<file path="src/rtl/window5x5_gen.sv">
// ============================================================================
// Module   : window5x5_gen
// Purpose  : Assembles a 5x5 sliding pixel window from four line-buffer taps
//            plus the live pixel, tracks frame position, and flags windows
//            that lie fully inside the image.
// Option   : define WIN5_COORD_EN to add the out_row/out_col position ports.
// Revision : 1.0 - initial release
// ============================================================================
`default_nettype none

module window5x5_gen #(
    parameter int COLS      = 32,
    parameter int ROWS      = 32,
    parameter int BIT_WIDTH = 8
) (
    input  logic                      clk,
    input  logic                      rst,
    input  logic                      en,
    input  logic [BIT_WIDTH-1:0]      px_in,
    input  logic [BIT_WIDTH-1:0]      tap0,
    input  logic [BIT_WIDTH-1:0]      tap1,
    input  logic [BIT_WIDTH-1:0]      tap2,
    input  logic [BIT_WIDTH-1:0]      tap3,
    output logic [25*BIT_WIDTH-1:0]   win,
`ifdef WIN5_COORD_EN
    output logic [$clog2(ROWS)-1:0]   out_row,
    output logic [$clog2(COLS)-1:0]   out_col,
`endif
    output logic                      win_valid,
    output logic                      frame_done
);

    localparam int CW = $clog2(COLS);
    localparam int RW = $clog2(ROWS);

    localparam logic [CW-1:0] c_col_last = CW'(COLS - 1);
    localparam logic [RW-1:0] c_row_last = RW'(ROWS - 1);
    localparam logic [CW-1:0] c_col_off  = CW'(4);
    localparam logic [RW-1:0] c_row_off  = RW'(4);

    logic [25*BIT_WIDTH-1:0] win_q, win_d;
    logic [CW-1:0]           col_q, col_d;
    logic [RW-1:0]           row_q, row_d;
    logic                    valid_q, valid_d;
    logic                    done_q, done_d;

    logic [BIT_WIDTH-1:0]    w_src [5];
    logic                    w_last_col;
    logic                    w_last_row;
    logic                    w_inside;

    // Row 0 is the oldest image row, row 4 the live pixel.
    assign w_src[0] = tap3;
    assign w_src[1] = tap2;
    assign w_src[2] = tap1;
    assign w_src[3] = tap0;
    assign w_src[4] = px_in;

    assign w_last_col = (col_q == c_col_last);
    assign w_last_row = (row_q == c_row_last);
    assign w_inside   = (col_q >= c_col_off) && (row_q >= c_row_off);

    always_comb begin
        win_d   = win_q;
        col_d   = col_q;
        row_d   = row_q;
        valid_d = 1'b0;
        done_d  = 1'b0;
        if (en) begin
            for (int r = 0; r < 5; r++) begin
                for (int c = 0; c < 4; c++) begin
                    win_d[(r*5+c)*BIT_WIDTH +: BIT_WIDTH] =
                        win_q[(r*5+c+1)*BIT_WIDTH +: BIT_WIDTH];
                end
                win_d[(r*5+4)*BIT_WIDTH +: BIT_WIDTH] = w_src[r];
            end
            valid_d = w_inside;
            done_d  = w_last_col && w_last_row;
            if (w_last_col) begin
                col_d = '0;
                row_d = w_last_row ? '0 : row_q + 1'b1;
            end else begin
                col_d = col_q + 1'b1;
            end
        end
    end

    always_ff @(posedge clk or negedge rst) begin
        if (!rst) begin
            win_q   <= '0;
            col_q   <= '0;
            row_q   <= '0;
            valid_q <= 1'b0;
            done_q  <= 1'b0;
        end else begin
            win_q   <= win_d;
            col_q   <= col_d;
            row_q   <= row_d;
            valid_q <= valid_d;
            done_q  <= done_d;
        end
    end

`ifdef WIN5_COORD_EN
    logic [RW-1:0] out_row_q;
    logic [CW-1:0] out_col_q;

    // Position registers only move when a valid window is produced.
    always_ff @(posedge clk or negedge rst) begin
        if (!rst) begin
            out_row_q <= '0;
            out_col_q <= '0;
        end else if (en && w_inside) begin
            out_row_q <= row_q - c_row_off;
            out_col_q <= col_q - c_col_off;
        end
    end

    assign out_row = out_row_q;
    assign out_col = out_col_q;
`endif

    assign win        = win_q;
    assign win_valid  = valid_q;
    assign frame_done = done_q;

endmodule

`default_nettype wire

</file>
<file path="config.mk">
export PLATFORM = sky130hd
export DESIGN_NAME = window5x5_gen
export DESIGN_NICKNAME = d
export VERILOG_FILES = /design/src/rtl/window5x5_gen.sv
export SDC_FILE = /design/constraint.sdc
export NUM_CORES = 1
export LEC_CHECK = 0
export ABC_AREA = 1
export BUFFER_PORTS_ARGS = -buffer_cell sky130_fd_sc_hd__buf_2
export CORE_MARGIN = 3
export CORE_UTILIZATION = 55
export DETAILED_ROUTE_END_ITERATION = 16
export PLACE_DENSITY = 0.91
export RECOVER_POWER = 100
export SKIP_LAST_GASP = 1
export SYNTH_ARGS = -nofsm -noshare
export SYNTH_HDL_FRONTEND = slang
export SYNTH_SLANG_ARGS = --single-unit
</file>
<file path="constraint.sdc">
create_clock -name clk -period 3.4 [get_ports clk]
set_input_delay 0.17 -clock clk [delete_from_list [all_inputs] [get_ports clk]]
set_output_delay 0.17 -clock clk [all_outputs]
set_load 0.005 [all_outputs]
</file>
==> results of run 1 <==
[per-stage QoR]
step,power (mW),instances
global placement,4.03,1296
finish,6.53,1377
CTS,6.59,1376
floorplan,3.57,907
detailed placement,4.08,1296
global route,6.84,1376
[layer usage]
metal / GRT usage / wire [um] / part of all wire
met5: 0 / 0 / 0
met4: 0.0893 / 702 / 0.034
met3: 0.0504 / 1380 / 0.066
met2: 0.426 / 10500 / 0.51
met1: 0.309 / 8230 / 0.39
[synthesized netlist by cell type (all sizes together)]
cell | number | area (um2)
o21bai | 1 | 7.51
and3 | 1 | 6.26
nor2 | 9 | 33.8
buf | 43 | 352
o21ai | 19 | 95.1
a21oi | 3 | 15.0
ha | 6 | 75.1
inv | 20 | 75.1
nand3 | 4 | 20.0
dfrtp | 212 | 5310
nor3 | 3 | 15.0
o22ai | 1 | 6.26
or2 | 1 | 6.26
a21boi | 1 | 7.51
clkbuf | 2 | 7.51
nand2 | 581 | 2180
[power by group through the flow]
stage	Combinational (mW)	Sequential, mW	Clock [mW]
floorplan	0.422	3.15	0
finish	0.914	3.13	2.48
CTS	0.962	3.12	2.51
global route	1.04	3.18	2.62
detailed placement	0.920	3.16	0
global placement	0.881	3.14	0
[worst register-to-register path, stage by stage, from the launching register on]
cell and delay [ps]:
dfrtp_1 400, ha_1 240, and3_1 190, ha_1 190
nand2_1 190, inv_1 170, nand3_1 100, nand2_1 60
nor2_1 100
[flip-flops by register name (all words and copies together) (netlist names)]
| name | count |
|---|---|
| win | 200 |
| col_q | 5 |
| row_q | 5 |
| frame_done | 1 |
| win_valid | 1 |
[worst paths after layout]
check / startpoint / to / cells past startpoint
max: en / row_q[3] / 7
min: en / win[8] / 3
max reg2reg: col_q[0] / row_q[2] / 8
min reg2reg: win[43] / win[43] / 2
max in group asynchronous: rst / win[148] / 3
min in group asynchronous: rst / win[22] / 2
[timing repair]
item                      4_1_cts  5_1_grt
hold endpoints to repair      133        0
hold buffers                   41        0
resized for setup               0        0
[layout make-up]
cell class | instances | area, um2
sequential | 212 | 5310
multi-input combinational | 630 | 2470
tap | 184 | 230
fill | 1125 | 4190
timing repair buffer | 291 | 1550
inverter | 20 | 80.1
clock inverter | 8 | 96.3
antenna | 1 | 2.50
clock buffer | 31 | 666
[cell families after synthesis]
family                     after synthesis  share of synthesized area
and+or+nand+nor                        599                      0.276
adders and majority gates                6                    0.00914
buffers and inverters                   65                     0.0529
AOI/OAI and AO/OA                       25                     0.0160
DFF                                    212                      0.646
==> impl_metrics.tcl, run 1 <==
set metrics [dict create \
    status "finished with violations" \
    violations "max-capacitance violations, max-slew violations" \
    cpPeakStageDelay_ps 1100 \
    final_common_cell "nand2_1" \
    clock-sinks 212 \
    final_area_mm2 0.0104 \
    finalWirelength_um 20900 \
    grt_pass1_vias 6586 \
    grt_start_max_net_pins 109 \
    pwr-share-seq 0.480 \
    fin_worst_skew_ps 8.57 \
    leakage_nw 5.78 \
    post_cts_buffers 0 \
    powerDensity_mw_per_mm2 628 \
    power.internal_mw 4.75 \
    num_vias 6927 \
    start_kind "primary input" \
    ctsHtreeMaxLevel 1 \
    fmax_mhz 457 \
    crit_slowest_cell "clkbuf_2" \
    finalHoldViolCount 0 \
    tightest_slew_ps 1530 \
    fin_tns_setup_ps 0 \
    cp.buffers_inverters 2 \
    postSynthCellCount 907 \
    hpwl_um 12700 \
    start_util 0.563 \
    ys_seq_area_frac 0.646 \
    drt-wirelength-per-cell_um 15.1 \
    core.rowCount 44 \
    dieArea_mm2 0.0164 \
    dieHeight_um 128 \
    cts_tree "done" \
    drive_gt1_frac 0.136 \
    worstPathArrival_ps 2560 \
    worst_ep_required_time_ps 3770 \
    synth_seq_cells 212 \
    pwr-share-clk 0.380 \
    layout_common_cells "nand2_1 (581), dfrtp_1 (212), clkbuf_1 (128)" \
    synth_fp_nets 956 \
    setup_viol 0 \
    drc 0 \
    clock_latency_ps 490 \
    place_area_mm2 0.00939 \
    core_mm2 0.0146 \
    whs_ps 71.5 \
    final_max_slew_viol_count 83 \
    drtIter0Drc 529 \
    ctsRootBufferMaster "clkbuf_16" \
    clock_tree.buffer_depth 3 \
    cts_inserted_buffers 22 \
    clk_pin_slew_worst_paths_ps 60 \
    viasPerCell 5.03 \
    place_ws_ps 1450 \
    syn_area_mm2 0.00821 \
    worst_slack_ps 1210 \
    antenna_left 0 \
    ys_warn_count 0 \
    power_frac_comb 0.140 \
    die_w_um 128 \
    grt-ovfl-total 0 \
    fin_crit_sh 0.643 \
    crit_chain "buf_6 > clkbuf_2 > nand2_1 > nor2_1 > nand3_1 > nand2_1 > nor2_1" \
    hold_path.class "primary input to flop" \
    rsz0062_at_grt "no" \
    vdd_ir_drop_max_v 0.000495 \
    r2r_slack_ps 1670 \
    area_growth_pct 26.7 \
    nets 1226 \
    fin_util 0.713 \
    grtUsageTotal 0.247 \
    antenna_found_initial 0 \
    criticalPathCategory "primary input to flop" \
    numPortBuffers 244 \
    cap_violations 1 \
    switching_power_mw 1.78 \
    endpoint_kind "flop" \
    grt_pass1_wl_um 32900 \
    syn-mean-instance-area_um2 9.05 \
    path_max_fanout 78 \
    synth.distinct_cells 20 \
    ios 245 \
    max_slew_margin -0.0226 \
    swShare 0.272 \
    finalWeightedCongestion 0.838 \
    critPathTopFamily "buffers and inverters" \
    dr.pass1.iters 5 \
    min_period_ps 2190 \
]
No activity file was read; power rests on OpenSTA's default activity.
==> run 2: changes to the inputs <==
ABC_AREA = 0   (was 1)
CORE_UTILIZATION = 51   (was 55)
PLACE_DENSITY = 0.86   (was 0.91)
clock period = 2.2 ns   (was 3.4 ns; I/O delays follow)
==> run 2 against run 1 <==
The flow still finishes with violations (max-capacitance violations, max-slew violations); sequential power grew 69%; design area shrank 0.36%; cell count shrank 27%; power grew 64%; critical path type unchanged; first-iteration DRC count shrank 70%; wire length shrank 12%; worst hold slack gained 120 ps; register-to-register slack lost 1300 ps.
==> impl_metrics.tcl, run 2 <==
set metrics [dict create \
    final_max_slew_viol_count 168 \
    ctsHtreeMaxLevel 1 \
    cts_tree "done" \
    timing.rr.start "col_q[0]" \
    hpwl_um 12200 \
    multiInputGateArea_mm2 0.00254 \
    synth_seq_cells 212 \
    drive_gt1_frac 0.432 \
    finalPower_mw 10.7 \
    die_w_um 132 \
    rsz0062_at_grt "no" \
    path_max_fanout 66 \
    area_growth_pct 27.3 \
    hold_path.class "primary input to flop" \
    worst_ep_required_time_ps 2560 \
    numPortBuffers 244 \
    crit_end "win[44]" \
    timing.rr.end "row_q[2]" \
    synthArstFlopShare 1.00 \
    fin_crit_sh 0.872 \
    fmax_mhz 522 \
    min_period_ps 1920 \
    finalWirelength_um 18400 \
    powerDensity_mw_per_mm2 1030 \
    crit_slowest_cell "clkbuf_1" \
    synth_fp_nets 532 \
    criticalPathCategory "primary input to flop" \
    cts_resized 0 \
    regArea_mm2 0.00531 \
    grt_pass1_vias 5593 \
    yosys-top-cells-area "dfrtp_1 (65%), mux2_2 (28%), buf_6 (2.4%)" \
    synth-edff-count 0 \
    dr.pass1.iters 4 \
    post_cts_buffers 0 \
    hold_buffers 41 \
    vdd_ir_drop_max_v 0.000700 \
    status "finished with violations" \
    dieArea_mm2 0.0175 \
    reg2regPathDepth 6 \
    ys_top_cells_by_count "dfrtp_1 (212), mux2_2 (203), buf_6 (17)" \
    grt_pass1_wl_um 30200 \
    ys_seq_area_frac 0.652 \
    synth_top_cell_area_share 0.652 \
    crit_chain "clkbuf_8 > clkbuf_1 > mux2_2" \
    crit_start "en" \
    ys_warn_count 0 \
    synth_area_leader_cell "dfrtp_1" \
    synth-main-ff-cell "dfrtp_1" \
    setup_viol 0 \
    drtIter0Drc 158 \
    max_slew_margin -0.139 \
    antenna_left 0 \
    cts_inserted_buffers 22 \
    ctsRootBufferMaster "clkbuf_16" \
    cap_violations 4 \
    synth.distinct_cells 23 \
    violations "max-capacitance violations, max-slew violations" \
    synth_most_common_cell "dfrtp_1" \
    layout_common_cells "dfrtp_1 (212), mux2_2 (201), clkbuf_1 (146)" \
    num_vias 5159 \
    tightest_slew_ps 1710 \
    antenna_found_initial 0 \
    drc 0 \
    postSynthCellCount 483 \
    endpoint_kind "flop" \
    cpPeakStageDelay_ps 1270 \
    core.rowCount 45 \
    worstPathArrival_ps 2270 \
    finalWeightedCongestion 0.835 \
    grtUsageTotal 0.210 \
    clock_latency_ps 500 \
    dieHeight_um 132 \
    fin_tns_setup_ps 0 \
    finalHoldViolCount 0 \
    grt_start_max_net_pins 75 \
    hp-start "en" \
    clock_tree.buffer_depth 3 \
    final_common_cell "dfrtp_1" \
    syn_area_mm2 0.00814 \
    fin_worst_skew_ps 20.4 \
    start_kind "primary input" \
    clk_pin_slew_worst_paths_ps 50 \
    largest_register_ffs 200 \
    leakage_nw 4.58 \
    clock-sinks 212 \
    viasPerCell 5.15 \
    drt-wirelength-per-cell_um 18.4 \
    core_mm2 0.0154 \
    start_util 0.528 \
    nets 827 \
    ios 245 \
    fillers 1158 \
    syn-mean-instance-area_um2 16.9 \
    grt-ovfl-total 0 \
    r2r_slack_ps 340 \
]
==> run 2: where the power goes <==
group	switching [mW]	total, mW	internal, mW
logic	0.890	1.99	1.10
registers	0.601	5.29	4.69
clock network	1.40	3.42	2.02
total	2.89	10.7	7.81
==> run 2: kinds of logic (layout without fill, tap and decap cells) <==
group,after synthesis,count (layout),synth area share
other,0,1,0
AOI/OAI and AO/OA,10,10,0.00738
and+or+nand+nor,21,21,0.0134
buffers and inverters,30,336,0.0363
adders and majority gates,6,6,0.00922
DFF,212,212,0.652
muxes,204,204,0.282
==> run 2: how the worst min path moves through the flow <==
| stage | endpoint | slack, ps | depth (start not counted) |
|---|---|---|---|
| final | win_valid | 200 | 3 |
| after detailed placement | win[6] | 180 | 1 |
| after global placement | win[6] | 170 | 1 |
| after global routing | win_valid | 210 | 3 |
| after floorplan | col_q[0] | -190 | 0 |
| after CTS | win[17] | 200 | 2 |
==> run 2: layout make-up <==
type,count,area share
inverters,6,0.00217
well taps,211,0.0255
diodes,1,0.000241
repair buffers,295,0.151
multi-input cells,241,0.245
flip-flops and latches,212,0.512
clock buffers,30,0.0580
clock inverters,5,0.00640
==> run 2: metal layers <==
layer,up-vias,part of all wire,global-route usage
li1,2283,-,-
met1,2639,0.37,0.241
met2,185,0.54,0.385
met3,52,0.051,0.0378
met4,0,0.036,0.0872
met5,-,0,0
==> run 2: critical path: cells and delay by family <==
kind / cells / cell delay (ps)
buffers and inverters: 2 / 1690
multiplexers: 1 / 450
==> run 2: per-stage QoR <==
| stage | cell area, um2 | util | cells | setup WS (ps) | hold WS, ps |
|---|---|---|---|---|---|
| after global placement | 9550 | 0.619 | 924 | 529 | 169 |
| after global routing | 10400 | 0.672 | 1000 | 169 | 205 |
| after floorplan | 8140 | - | 483 | 576 | -186 |
| final | 10400 | 0.672 | 1001 | 282 | 196 |
| after CTS | 10600 | 0.689 | 1000 | 393 | 202 |
| after detailed placement | 9550 | 0.619 | 924 | 395 | 179 |
==> run 3: changes to the inputs <==
CORE_MARGIN = 2   (was 3)
==> run 3 against run 2 <==
The flow now finishes without violations; design area fell by 0.11%; maximum frequency increased by 6.7%; register-to-register slack improved by 70 ps; critical path depth unchanged; power up 0.54%; global-route usage down 0.061 points; non-clock buffer count rose by 3; worst hold slack worse by 4.9 ps; first-iteration DRC count rose by 55%; clock power is 3% higher; clock skew down 10 ps.
==> impl_metrics.tcl, run 3 (synthesized netlist as in run 2, its figures left out) <==
set metrics [dict create \
    nets 830 \
    finalWeightedCongestion 0.767 \
    dieHeight_um 130 \
    grt-ovfl-total 0 \
    fin_tns_setup_ps 0 \
    gr-usage-met1 0.243 \
    post_cts_buffers 0 \
    clk_pin_slew_worst_paths_ps 60 \
    path_max_fanout 71 \
    vdd_ir_drop_max_v 0.000662 \
    powerDensity_mw_per_mm2 1040 \
    largest_register_ffs 200 \
    antenna_found_initial 0 \
    numPortBuffers 244 \
    ios 245 \
    finalPower_mw 10.8 \
    drive_gt1_frac 0.402 \
    antenna_cells 0 \
    area_growth_pct 27.2 \
    max_slew_margin 0.0168 \
    leakage_nw 4.55 \
    finalHoldViolCount 0 \
    endpoint_kind "flop" \
    timing.rr.start "col_q[0]" \
    num_vias 5214 \
    worstPathArrival_ps 2170 \
    reg2regPathDepth 5 \
    multiInputGateArea_mm2 0.00254 \
    grt_pass1_wl_um 28300 \
    crit_slowest_cell "clkbuf_1" \
    hpwl_um 12100 \
    timing.rr.end "row_q[4]" \
    clock_tree.buffer_depth 3 \
    die_w_um 130 \
    dieArea_mm2 0.0170 \
    cap_violations 0 \
    fin_crit_sh 0.817 \
    rsz0062_at_grt "no" \
    cpPeakStageDelay_ps 1120 \
    core.rowCount 46 \
    hold_path.class "primary input to async pin" \
    clock_latency_ps 490 \
    dr.pass1.iters 4 \
    viasPerCell 5.16 \
    setup_viol 0 \
    min_period_ps 1800 \
    grt_busiest_layer "met2" \
    fmax_mhz 557 \
    drc 0 \
    layout_common_cells "dfrtp_1 (212), mux2_2 (200), clkbuf_1 (170)" \
    start_util 0.516 \
    final_max_slew_viol_count 0 \
    drt-wirelength-per-cell_um 18.0 \
    crit_chain "clkbuf_8 > clkbuf_1 > mux2_2" \
    grt_start_max_net_pins 78 \
    cts_inserted_buffers 22 \
    cts_tree "done" \
    worst_ep_required_time_ps 2570 \
    clock-sinks 212 \
    final_common_cell "dfrtp_1" \
    fillers 1207 \
    core_mm2 0.0158 \
    cts_resized 0 \
    start_kind "primary input" \
    regArea_mm2 0.00531 \
    fin_worst_skew_ps 9.91 \
    drtIter0Drc 245 \
    status "complete, no violations" \
    grt_pass1_vias 5522 \
    criticalPathCategory "primary input to flop" \
    antenna_left 0 \
    finalWirelength_um 18100 \
    grtUsageTotal 0.209 \
    grtUsageMet2 0.373 \
    ctsHtreeMaxLevel 1 \
    grt_use_met3 0.0525 \
    ctsRootBufferMaster "clkbuf_16" \
    tightest_slew_ps 1470 \
    r2r_slack_ps 410 \
]
==> run 3: cell types whose count changed in the layout (fill, tap and decap cells not counted), sizes merged <==
cell	change
clkbuf	+31
dlymetal6s2s	+2
diode	-1
clkinv	+2
clkinvlp	-2
buf	-27
bufinv	-1
==> run 3: worst max path at each step <==
stage                         from       end  slack, ps  cells past startpoint
after CTS                 col_q[0]  row_q[4]        410                      5
final                           en   win[24]        400                      3
after floorplan           col_q[0]  row_q[4]        580                      5
after global routing           rst   win[74]        140                      3
after global placement    col_q[0]  row_q[4]        530                      5
after detailed placement  col_q[0]  row_q[4]        420                      5
==> run 3: stage by stage <==
step,cell area [um2],util,hold WS [ps],cells,worst slack [ps]
finish,10400,0.656,191,1010,404
global route,10400,0.656,209,1010,139
CTS,10700,0.677,222,1010,408
detailed placement,9570,0.607,199,932,422
global placement,9570,0.607,184,932,527
floorplan,8140,-,-186,483,576
==> run 3: what timing repair did <==
action,4_1_cts,5_1_grt
hold endpoints to repair,111,0
hold buffers,41,0
endpoints found under the setup margin,0,0
==> run 3: power by group <==
group | internal, mW | switching (mW)
Combinational | 1.07 | 0.902
Sequential | 4.69 | 0.593
Clock | 2.08 | 1.43
Total | 7.84 | 2.92
==> run 3: worst max-delay path: cells and delay by family <==
kind	cells	cell delay [ps]
buffers and inverters	2	1550
multiplexers	1	440
==> run 3: metal layers <==
layer  vias up  share of wire
li1       2312              -
met1      2649           0.38
met2       202           0.53
met3        51          0.059
met4         0          0.033
met5         -              0
==> run 3: cell type report <==
| cell class | count | share of cell area |
|---|---|---|
| multi-input cells | 241 | 0.245 |
| clock inverters | 4 | 0.00302 |
| clock buffers | 33 | 0.0641 |
| repair buffers | 298 | 0.147 |
| flip-flops and latches | 212 | 0.513 |
| inverters | 6 | 0.00218 |
| well taps | 216 | 0.0261 |
